## src/rtl/mat_load_if.sv

```systemverilog
// mat_load_if -- element stream and memory beat bus used by the matrix load
// sequencer.
//
//   master : the sequencer. It drives in_rdy and the mem_* beat, and receives
//            in_vld/in_data and mem_rdy.
//   slave  : the upstream source and memory side, which drive in_vld/in_data
//            and mem_rdy.
//
// Signals
//   in_vld, in_rdy, in_data   upstream element handshake (DATA_WIDTH data)
//   mem_vld, mem_rdy          memory beat handshake
//   mem_we                    beat is a write (0 = compute trigger beat)
//   mem_addr                  bit offset of the element (index * DATA_WIDTH)
//   mem_data                  element written
interface mat_load_if #(
  parameter int DATA_WIDTH = 8
);
  logic                  in_vld;
  logic                  in_rdy;
  logic [DATA_WIDTH-1:0] in_data;
  logic                  mem_vld;
  logic                  mem_rdy;
  logic                  mem_we;
  logic [DATA_WIDTH-1:0] mem_addr;
  logic [DATA_WIDTH-1:0] mem_data;

  modport master (
    input  in_vld, in_data, mem_rdy,
    output in_rdy, mem_vld, mem_we, mem_addr, mem_data
  );

  modport slave (
    output in_vld, in_data, mem_rdy,
    input  in_rdy, mem_vld, mem_we, mem_addr, mem_data
  );
endinterface

```

## src/rtl/mat_load_sequencer.sv

```systemverilog
// mat_load_sequencer -- loads a MAT_DIM x MAT_DIM weight matrix W and then an
// X_DEPTH element vector X from an upstream element stream into memory. It
// then issues one non-write "compute" beat and pulses done.
//
// Ports
//   clk        sole clock, rising edge
//   rst_n      asynchronous active-low reset
//   start      one-cycle request to begin a W-then-X load (honoured in IDLE only)
//   abort      cancel the current sequence; wins over start and transfers
//   bus        mat_load_if.master: element input handshake and memory beat
//   load_state 0 IDLE, 1 LOAD_W, 2 LOAD_X, 3 COMPUTE
//   done       one-cycle pulse after the compute beat is accepted
//   stall_cnt  memory back-pressure cycle count
//
// Build option
//   STALL_CNT_EN  when defined, stall_cnt counts cycles with mem_vld=1 and
//                 mem_rdy=0, saturates at 16'hFFFF, and clears on start.
//                 Otherwise stall_cnt is tied to 0.
module mat_load_sequencer #(
  parameter int DATA_WIDTH = 8,
  parameter int MAT_DIM    = 4,
  parameter int X_DEPTH    = 4
) (
  input  logic              clk,
  input  logic              rst_n,
  input  logic              start,
  input  logic              abort,
  mat_load_if.master        bus,
  output logic [1:0]        load_state,
  output logic              done,
  output logic [15:0]       stall_cnt
);

  localparam logic [1:0] IDLE    = 2'd0;
  localparam logic [1:0] LOAD_W  = 2'd1;
  localparam logic [1:0] LOAD_X  = 2'd2;
  localparam logic [1:0] COMPUTE = 2'd3;

  localparam int W_LEN   = MAT_DIM * MAT_DIM;
  localparam int MAX_LEN = (W_LEN > X_DEPTH) ? W_LEN : X_DEPTH;
  localparam int CNT_W   = $clog2(MAX_LEN + 1);

  localparam logic [CNT_W-1:0] W_LAST = CNT_W'(W_LEN - 1);
  localparam logic [CNT_W-1:0] X_LAST = CNT_W'(X_DEPTH - 1);

  logic [1:0]            state;
  logic [CNT_W-1:0]      cnt;
  logic                  mem_vld_q;
  logic                  mem_we_q;
  logic [DATA_WIDTH-1:0] mem_addr_q;
  logic [DATA_WIDTH-1:0] mem_data_q;
  logic                  in_rdy_c;
  logic                  accept;
  logic                  beat_taken;

  function automatic logic [DATA_WIDTH-1:0] addr_of(input logic [CNT_W-1:0] idx);
    return DATA_WIDTH'(int'(idx) * DATA_WIDTH);
  endfunction

  // Accept a new element only while loading and when the beat register is
  // free or draining this cycle. Abort blocks the transfer so the upstream
  // side never sees an element accepted that is then thrown away.
  always_comb begin
    in_rdy_c   = ((state == LOAD_W) || (state == LOAD_X)) && !abort &&
                 (!mem_vld_q || bus.mem_rdy);
    accept     = bus.in_vld && in_rdy_c;
    beat_taken = mem_vld_q && bus.mem_rdy;
  end

  assign bus.in_rdy   = in_rdy_c;
  assign bus.mem_vld  = mem_vld_q;
  assign bus.mem_we   = mem_we_q;
  assign bus.mem_addr = mem_addr_q;
  assign bus.mem_data = mem_data_q;
  assign load_state   = state;

  always_ff @(posedge clk or negedge rst_n) begin
    if (!rst_n) begin
      state      <= IDLE;
      cnt        <= '0;
      mem_vld_q  <= 1'b0;
      mem_we_q   <= 1'b0;
      mem_addr_q <= '0;
      mem_data_q <= '0;
      done       <= 1'b0;
    end else if (abort) begin
      state      <= IDLE;
      cnt        <= '0;
      mem_vld_q  <= 1'b0;
      mem_we_q   <= 1'b0;
      mem_addr_q <= '0;
      mem_data_q <= '0;
      done       <= 1'b0;
    end else begin
      done <= 1'b0;
      if (beat_taken) mem_vld_q <= 1'b0;

      // Element accepted this edge becomes the write beat for the next cycle.
      if (accept) begin
        mem_vld_q  <= 1'b1;
        mem_we_q   <= 1'b1;
        mem_addr_q <= addr_of(cnt);
        mem_data_q <= bus.in_data;
      end

      case (state)
        IDLE: begin
          if (start) begin
            state <= LOAD_W;
            cnt   <= '0;
          end
        end
        LOAD_W: begin
          if (accept) begin
            if (cnt == W_LAST) begin
              state <= LOAD_X;
              cnt   <= '0;
            end else begin
              cnt <= cnt + CNT_W'(1);
            end
          end
        end
        LOAD_X: begin
          if (accept) begin
            if (cnt == X_LAST) begin
              state <= COMPUTE;
              cnt   <= '0;
            end else begin
              cnt <= cnt + CNT_W'(1);
            end
          end
        end
        default: begin
          // COMPUTE: the last X write is still in the beat register on entry.
          // Once it drains, replace it with the read-type compute beat. When
          // that beat is accepted, finish.
          if (mem_vld_q && !mem_we_q) begin
            if (bus.mem_rdy) begin
              done      <= 1'b1;
              state     <= IDLE;
              mem_vld_q <= 1'b0;
            end
          end else if (!mem_vld_q || bus.mem_rdy) begin
            mem_vld_q  <= 1'b1;
            mem_we_q   <= 1'b0;
            mem_addr_q <= '0;
            mem_data_q <= '0;
          end
        end
      endcase
    end
  end

`ifdef STALL_CNT_EN
  function automatic logic [15:0] sat_inc16(input logic [15:0] v);
    return (v == 16'hFFFF) ? v : v + 16'd1;
  endfunction

  logic [15:0] stall_q;

  always_ff @(posedge clk or negedge rst_n) begin
    if (!rst_n) begin
      stall_q <= '0;
    end else if (start && (state == IDLE)) begin
      stall_q <= '0;
    end else if (mem_vld_q && !bus.mem_rdy) begin
      stall_q <= sat_inc16(stall_q);
    end
  end

  assign stall_cnt = stall_q;
`else
  assign stall_cnt = 16'd0;
`endif

endmodule

```

## src/flat_wrapper.sv

```systemverilog
// flat-port wrapper written by rule: the top's interface ports become plain ports
module mat_load_sequencer_flat 
#(
  parameter int DATA_WIDTH = 8,
  parameter int MAT_DIM    = 4,
  parameter int X_DEPTH    = 4
)
  (clk, rst_n, start, abort, load_state, done, stall_cnt, bus_in_vld, bus_in_data, bus_mem_rdy, bus_in_rdy, bus_mem_vld, bus_mem_we, bus_mem_addr, bus_mem_data);
  mat_load_if #(.DATA_WIDTH(DATA_WIDTH)) bus_i ();
  input  logic clk;
  input  logic rst_n;
  input  logic start;
  input  logic abort;
  output logic [1:0] load_state;
  output logic done;
  output logic [15:0] stall_cnt;
  input wire logic [$bits(bus_i.in_vld)-1:0] bus_in_vld;
  input wire logic [$bits(bus_i.in_data)-1:0] bus_in_data;
  input wire logic [$bits(bus_i.mem_rdy)-1:0] bus_mem_rdy;
  output wire logic [$bits(bus_i.in_rdy)-1:0] bus_in_rdy;
  output wire logic [$bits(bus_i.mem_vld)-1:0] bus_mem_vld;
  output wire logic [$bits(bus_i.mem_we)-1:0] bus_mem_we;
  output wire logic [$bits(bus_i.mem_addr)-1:0] bus_mem_addr;
  output wire logic [$bits(bus_i.mem_data)-1:0] bus_mem_data;
  assign bus_i.in_vld = bus_in_vld;
  assign bus_i.in_data = bus_in_data;
  assign bus_i.mem_rdy = bus_mem_rdy;
  assign bus_in_rdy = bus_i.in_rdy;
  assign bus_mem_vld = bus_i.mem_vld;
  assign bus_mem_we = bus_i.mem_we;
  assign bus_mem_addr = bus_i.mem_addr;
  assign bus_mem_data = bus_i.mem_data;
  mat_load_sequencer #(.DATA_WIDTH(DATA_WIDTH), .MAT_DIM(MAT_DIM), .X_DEPTH(X_DEPTH)) u_core (.clk(clk), .rst_n(rst_n), .start(start), .abort(abort), .bus(bus_i), .load_state(load_state), .done(done), .stall_cnt(stall_cnt));
endmodule
```

## config.mk

```make
export PLATFORM = sky130hd
export DESIGN_NAME = mat_load_sequencer_flat
export DESIGN_NICKNAME = d
export VERILOG_FILES = /design/src/rtl/mat_load_if.sv /design/src/rtl/mat_load_sequencer.sv /design/src/flat_wrapper.sv
export SDC_FILE = /design/constraint.sdc
export NUM_CORES = 1
export LEC_CHECK = 0
export CAP_MARGIN = 20
export CELL_PAD_IN_SITES_DETAIL_PLACEMENT = 1
export CELL_PAD_IN_SITES_GLOBAL_PLACEMENT = 1
export CORE_AREA = 2 2 73 75
export CTS_CLUSTER_DIAMETER = 80
export CTS_CLUSTER_SIZE = 40
export DETAILED_ROUTE_END_ITERATION = 10
export DIE_AREA = 0 0 75 77
export HOLD_SLACK_MARGIN = 0.08
export PLACE_DENSITY_LB_ADDON = 0.1
export SETUP_SLACK_MARGIN = 0.4
export SYNTH_ARGS = -nofsm -noshare
export SYNTH_HDL_FRONTEND = slang
export SYNTH_SLANG_ARGS = --single-unit
```

## constraint.sdc

```tcl
create_clock -name clk -period 2 [get_ports clk]
set_input_delay 0.3 -clock clk [delete_from_list [all_inputs] [get_ports clk]]
set_output_delay 0.3 -clock clk [all_outputs]
set_load 0.1 [all_outputs]
```

# Yosys cells after proc, flatten, opt, wreduce, memory -nomap -nowiden
# Cells that the tools add are included.
[totals] reg_bits=26 elab_cells=76 out_inout_bits=38 input_bits=14
[classes] n_eq_ne=9 add_sub_neg=1 reduce_logical=17 mux=42
[ops] cell="2-to-1 mux 8 bit" n=10
[ops] cell="2-to-1 mux 5 bit" n=6
[ops] cell="2-to-1 mux 1 bit" n=16
[ops] cell="2-to-1 mux 2 bit" n=8
[ops] cell="one-hot mux 5 bit (3 select lines)" n=1
[ops] cell="nonzero test 5 bit" n=2
[ops] cell="inequality test 3 bit (second input constant)" n=3
[ops] cell="AND reduction 7 bit" n=1
[ops] cell="inequality test 3 x 2 -> 1 bit (second input constant)" n=2
[ops] cell="one-hot mux 2 bit (3 select lines)" n=1
[ops] cell="adder 5 x 1 -> 5 bit (second input constant)" n=1
[ops] cell="== test 5 x 2 -> 1 bit (second input constant)" n=1
[ops] cell="== test 5 x 4 -> 1 bit (second input constant)" n=1
[ops] cell="logical AND 1 bit" n=5
[ops] cell="AND reduction 4 bit" n=1
[ops] cell="nonzero test 4 bit" n=1
[ops] cell="logical NOT 1 bit" n=3
[ops] cell="OR reduction 3 bit" n=1
[ops] cell="== test 2 x 1 -> 1 bit (second input constant)" n=1
[ops] cell="== test 2 bit (second input constant)" n=1
[ops] cell="logical NOT 2 bit" n=1
[ops] cell="logical OR 1 bit" n=2

# Depth between registers and ports, before layout
[depth] word_depth=10 mapped_depth=9 ltp_nobuf=9

# Worst setup path after synthesis
# Ideal clock, no wire load.
[synth_path] path_type="reg-to-reg" startpoint="reg u_core.state[0] (netlist: u_core.load_state[0])" endpoint="reg u_core.mem_addr_q[5] (netlist: u_core.bus.mem_addr[5])" arrival_time_ns=3.596 setup_time_ns=0.136 required_ns=1.864 synth_period_minus_slack_ns=3.733 setup_slack_ns=-1.733 stages_incl_launch_ff=9 n_path_buf=1 path_cell_list="dfrtp_1 inv_1 ha_1 nand2b_1 nor2_1 nand2_1 clkbuf_1 nand2_1 a21oi_1"
[synth_between] elab_chain_len=10 word_cells_on_any_way=13 classes_between="2 x eq/ne; 5 x mux; 6 x reduce/logical"
[synth_rtl] element="start: declaration" line="mat_load_sequencer.sv:46" source="logic [1:0] state;"
[synth_rtl] element="start signal: assignment" line="mat_load_sequencer.sv:79" source="state <= IDLE;"
[synth_rtl] element="start signal: assignment" line="mat_load_sequencer.sv:87" source="state <= IDLE;"
[synth_rtl] element="start signal: assignment" line="mat_load_sequencer.sv:109" source="state <= LOAD_W;"
[synth_rtl] element="== test 2 x 1 -> 1 bit or == test 2 bit (tied branches)" line="mat_load_sequencer.sv:64" source="in_rdy_c = ((state == LOAD_W) || (state == LOAD_X)) && !abort &&"
[synth_rtl] element="logical OR 1 bit (*)" line="mat_load_sequencer.sv:64"
[synth_rtl] element="logical AND 1 bit (*) (2 in a row)" line="mat_load_sequencer.sv:64"
[synth_rtl] element="named net bus_in_rdy" line="flat_wrapper.sv:20" source="output wire logic [$bits(bus_i.in_rdy)-1:0] bus_in_rdy;"
[synth_rtl] element="logical AND 1 bit (*)" line="mat_load_sequencer.sv:66" source="accept = bus.in_vld && in_rdy_c;"
[synth_rtl] element="2-to-1 mux 8 bit (*)" line="mat_load_sequencer.sv:99" source="if (accept) begin"
[synth_rtl] element="2-to-1 mux 8 bit" line="mat_load_sequencer.sv:143" source="end else if (!mem_vld_q || bus.mem_rdy) begin"
[synth_rtl] element="2-to-1 mux 8 bit" line="mat_load_sequencer.sv:137" source="if (mem_vld_q && !mem_we_q) begin"
[synth_rtl] element="2-to-1 mux 8 bit (*)" line="mat_load_sequencer.sv:106" source="case (state)"
[synth_rtl] element="2-to-1 mux 8 bit (*)" line="mat_load_sequencer.sv:86" source="end else if (abort) begin"
[synth_rtl] element="end signal: assignment" line="mat_load_sequencer.sv:102" source="mem_addr_q <= addr_of(cnt);"
[synth_rtl] element="end: declaration" line="mat_load_sequencer.sv:50" source="logic [DATA_WIDTH-1:0] mem_addr_q;"
# Mark *: on every way through the listed nets, which the timed path passes. The rest lies on a longest branch.
# A chain may end at the register's enable or synchronous reset.

# Worst setup path after layout
[layout_path] startpoint="reg u_core.cnt[1]" endpoint="reg u_core.cnt[0]"
[layout_between] elab_chain_len=5 word_cells_on_any_way=8 classes_between="2 x eq/ne; 6 x mux"
[layout_rtl] element="start: declaration" line="mat_load_sequencer.sv:47" source="logic [CNT_W-1:0] cnt;"
[layout_rtl] element="start signal: assignment" line="mat_load_sequencer.sv:119" source="cnt <= cnt + CNT_W'(1);"
[layout_rtl] element="start signal: assignment" line="mat_load_sequencer.sv:129" source="cnt <= cnt + CNT_W'(1);"
[layout_rtl] element="== test 5 x 2 -> 1 bit or == test 5 x 4 -> 1 bit (tied branches)" line="mat_load_sequencer.sv:125, mat_load_sequencer.sv:115"
[layout_rtl] element="2-to-1 mux 5 bit (on tied branches)" line="mat_load_sequencer.sv:125, mat_load_sequencer.sv:115"
[layout_rtl] element="2-to-1 mux 5 bit (on tied branches)" line="mat_load_sequencer.sv:124, mat_load_sequencer.sv:114"
[layout_rtl] element="one-hot mux 5 bit (3 select lines) (*)" line="mat_load_sequencer.sv:106"
[layout_rtl] element="2-to-1 mux 5 bit (*)" line="mat_load_sequencer.sv:86"
# Mark *: on every way between the ends. The rest lies on a longest branch, timed or not. The select of a mux whose other input is x is not followed.

==> impl_metrics.py <==
metrics = {
    "timing": {
        "fin_crit_sh_pct": 96.8,
        "finalSetupTns_ns": 0,
        "grt_setup_unrepaired": "yes",
        "finalHoldViolations": 0,
        "clock_skew_ns": 0.00295,
        "min_period_ns": 1.94,
        "setup_viol": 0,
        "fmax_mhz": 516,
        "drv_slew": 0,
    },
    "layout": {
        "multi_input_area_um2": 947,
        "stdcell_count": 283,
        "regArea_um2": 662,
        "drive_gt1_share_pct": 54.9,
        "diodes": 0,
        "final_cell_area_um2": 2340,
        "fillers": 571,
        "areaGrowthSynthToFinish_pct": 65.1,
        "nets": 235,
    },
    "logic_synthesis": {
        "synth_fa_ha_area_share_pct": 6.19,
        "synth_top_family_by_area": "simple AND/OR/NAND/NOR gates",
        "syn_inst": 154,
        "yosysWarningCount": 0,
        "synth_common_cells": "37 x nand2_1, 26 x dfrtp_1, 17 x a21oi_1, 16 x buf_4, 7 x ha_1",
        "muxShareOfSynthArea_pct": 1.59,
        "async_flop_share_pct": 100,
        "yosysUniqueCellTypes": 34,
        "synth_top_area_share_pct": 46.0,
        "yosys.area_share.xor_xnor_pct": 0,
        "synth_compound_area_share_pct": 15.4,
        "synth_largest_area_cell": "dfrtp_1",
        "synth.most_common_cell": "nand2_1",
        "ys_seq_elements": 26,
        "synth_simple_gate_area_share_pct": 18.7,
        "synth_area_um2": 1420,
        "syn_area_per_cell_um2": 9.19,
        "synth-seq-area-share_pct": 46.0,
        "synth_area_leaders": "dfrtp_1 46%, nand2_1 9.8%, buf_4 8.5%",
        "synth_enable_flop_cells": 0,
        "ys.flop_type": "dfrtp_1",
    },
    "die": {
        "num_rows": 26,
        "die-area_um2": 5780,
        "die_w_um": 75,
        "design.core.area_um2": 4980,
        "ioPinCount": 52,
        "initial_utilization_pct": 28.4,
        "die-height_um": 77,
    },
    "clocking": {
        "clk_latency_ns": 0.27,
        "cts_root_buf": "clkbuf_8",
        "path_clk_slew_ns": 0.09,
        "cts-hold-fix-buffers": 0,
        "cts-buffers-inserted": 3,
        "clockBufferDepth": 2,
        "cts_tree": "built",
        "cts_max_level": 1,
        "cts_sinks": 26,
    },
    "worst_setup_path": {
        "crit_path_end": "u_core.cnt[0]",
        "cp_slowest_cell": "or4b_4",
        "critical_path_cell_count": 6,
        "rr_endpoint": "u_core.cnt[0]",
        "cpPeakStageDelay_ns": 0.47,
        "critPathLaunchType": "flop",
        "crit_buf_inv": 0,
        "startpoint": "u_core.cnt[1]",
        "cp.arrival_ns": 2.09,
        "crit_family": "simple AND/OR/NAND/NOR gates",
        "worstReg2RegStart": "u_core.cnt[1]",
        "rr_worst_depth": 6,
        "critical_path_peak_fanout": 4,
        "crit_required_ns": 2.16,
        "setup.worst_path.end_class": "flop",
        "worstPathCellList": "ha_4 > or4b_4 > a22o_4 > or2b_4 > nor2_4 > mux2_2",
        "r2r_slack_ns": 0.06,
        "path_class": "reg2reg",
    },
    "routing": {
        "vias_per_cell": 4.42,
        "first_pass_iters": 4,
        "drc": 0,
        "drt-total-wl_um": 3930,
        "vias": 1251,
        "wl_per_cell_um": 13.9,
        "drt_iter0_drc": 61,
        "ant_nets": 0,
    },
    "pwr": {
        "p_total_mw": 2.65,
        "leakage_nw": 1.13,
        "vdd_drop_max_uv": 625,
        "p_per_area_nw_per_um2": 1140,
    },
    "place": {
        "dp_hpwl_um": 2620,
        "portBuffers": 35,
        "place_congestion": 0.764,
        "placed_cell_area_um2": 1860,
        "dpl.cell_count": 263,
    },
    "global_route": {
        "grt_pass1_vias": 1328,
        "antenna_found_initial": 0,
        "overflow": 0,
        "grt_pass1_wl_um": 6140,
        "grt_max_degree": 27,
        "globalRouteTotalUtil_pct": 13.4,
    },
    "run_status": {
        "status": "finished, final reports clean",
    },
    "run": {
        "drv_cap": 0,
    },
    "min_path": {
        "hp-class": "in2async",
    },
}
## logic make-up after synthesis
logic type      Yosys count
simple gates             57
compound gates           33
buf+inv                  28
flops                    26
fa+ha+maj                 7
mux                       2
other cells               1
## where the power goes
| part | internal [mW] | switching, mW |
|---|---|---|
| combinational | 0.619 | 1.05 |
| sequential | 0.586 | 0.0574 |
| clock | 0.176 | 0.163 |
| total | 1.38 | 1.27 |
## cell usage in the layout (no fill, tap or decap), drive strengths merged, types with 2 or more instances in the layout
cell type | Yosys | layout
a21oi | 17 | 17
a22o | 3 | 3
buf | 19 | 48
clkbuf | 3 | 5
clkdlybuf4s50 | 0 | 13
conb | 1 | 16
dfrtp | 26 | 26
ha | 7 | 7
inv | 6 | 6
mux2 | 2 | 2
nand2 | 37 | 37
nand2b | 2 | 2
nand3 | 2 | 2
nor2 | 4 | 4
nor2b | 3 | 3
nor3b | 4 | 4
o31ai | 2 | 2
## through the flow
stage / utilization [%] / hold slack [ns] / setup WS, ns
after global routing: 46.9 / 0.432 / 0.0234
after floorplan: - / 0.00441 / -0.288
final: 46.9 / 0.394 / 0.0637
after global placement: 37.5 / 0.512 / 0.0930
after CTS: 41.1 / 0.406 / 0.0709
after detailed placement: 37.5 / 0.517 / 0.00547
## layout make-up
class                      instances  share of cell area [%]
sequential                        26                    28.3
clock buffer                       4                    2.36
tap                               70                    3.75
timing repair buffer              62                    23.8
multi-input combinational        115                    40.5
inverter                           6                    1.18
## timing repair
action                     CTS  global route
buffers inserted             9             6
cloned                       0             1
resized for setup            7            57
pin swaps                    7            23
setup endpoints to repair   22            25
## flip-flops by register name, summed over array words and instances, names as in the netlist
register / count
u_core.load_state: 2
u_core.cnt: 5
u_core.bus.mem_data: 8
u_core.bus.mem_addr: 8
u_core.done: 1
u_core.bus.mem_we: 1
u_core.bus.mem_vld: 1
## routing by layer
layer  vias up  routed length [um]  track usage [%]  part of all wire, %
li1        604                   -                -                    -
met1       612                1710             16.9                   43
met2        33                2040             23.2                   52
met3         2                 148             1.31                  3.8
met4         0                  41             4.82                  1.0
met5         -                   0                0                    0
## worst min path at each step
stage | cells after the start | startpoint | to | slack [ns]
after floorplan | 0 | rst_n | u_core.bus.mem_addr[0] | 0.004
after global placement | 2 | u_core.bus.mem_data[3] | u_core.bus.mem_data[3] | 0.51
after detailed placement | 2 | u_core.bus.mem_data[2] | u_core.bus.mem_data[2] | 0.52
after CTS | 2 | rst_n | u_core.done | 0.41
after global routing | 2 | rst_n | u_core.done | 0.43
final | 2 | rst_n | u_core.done | 0.39
Power figures use the tool's default switching activity.
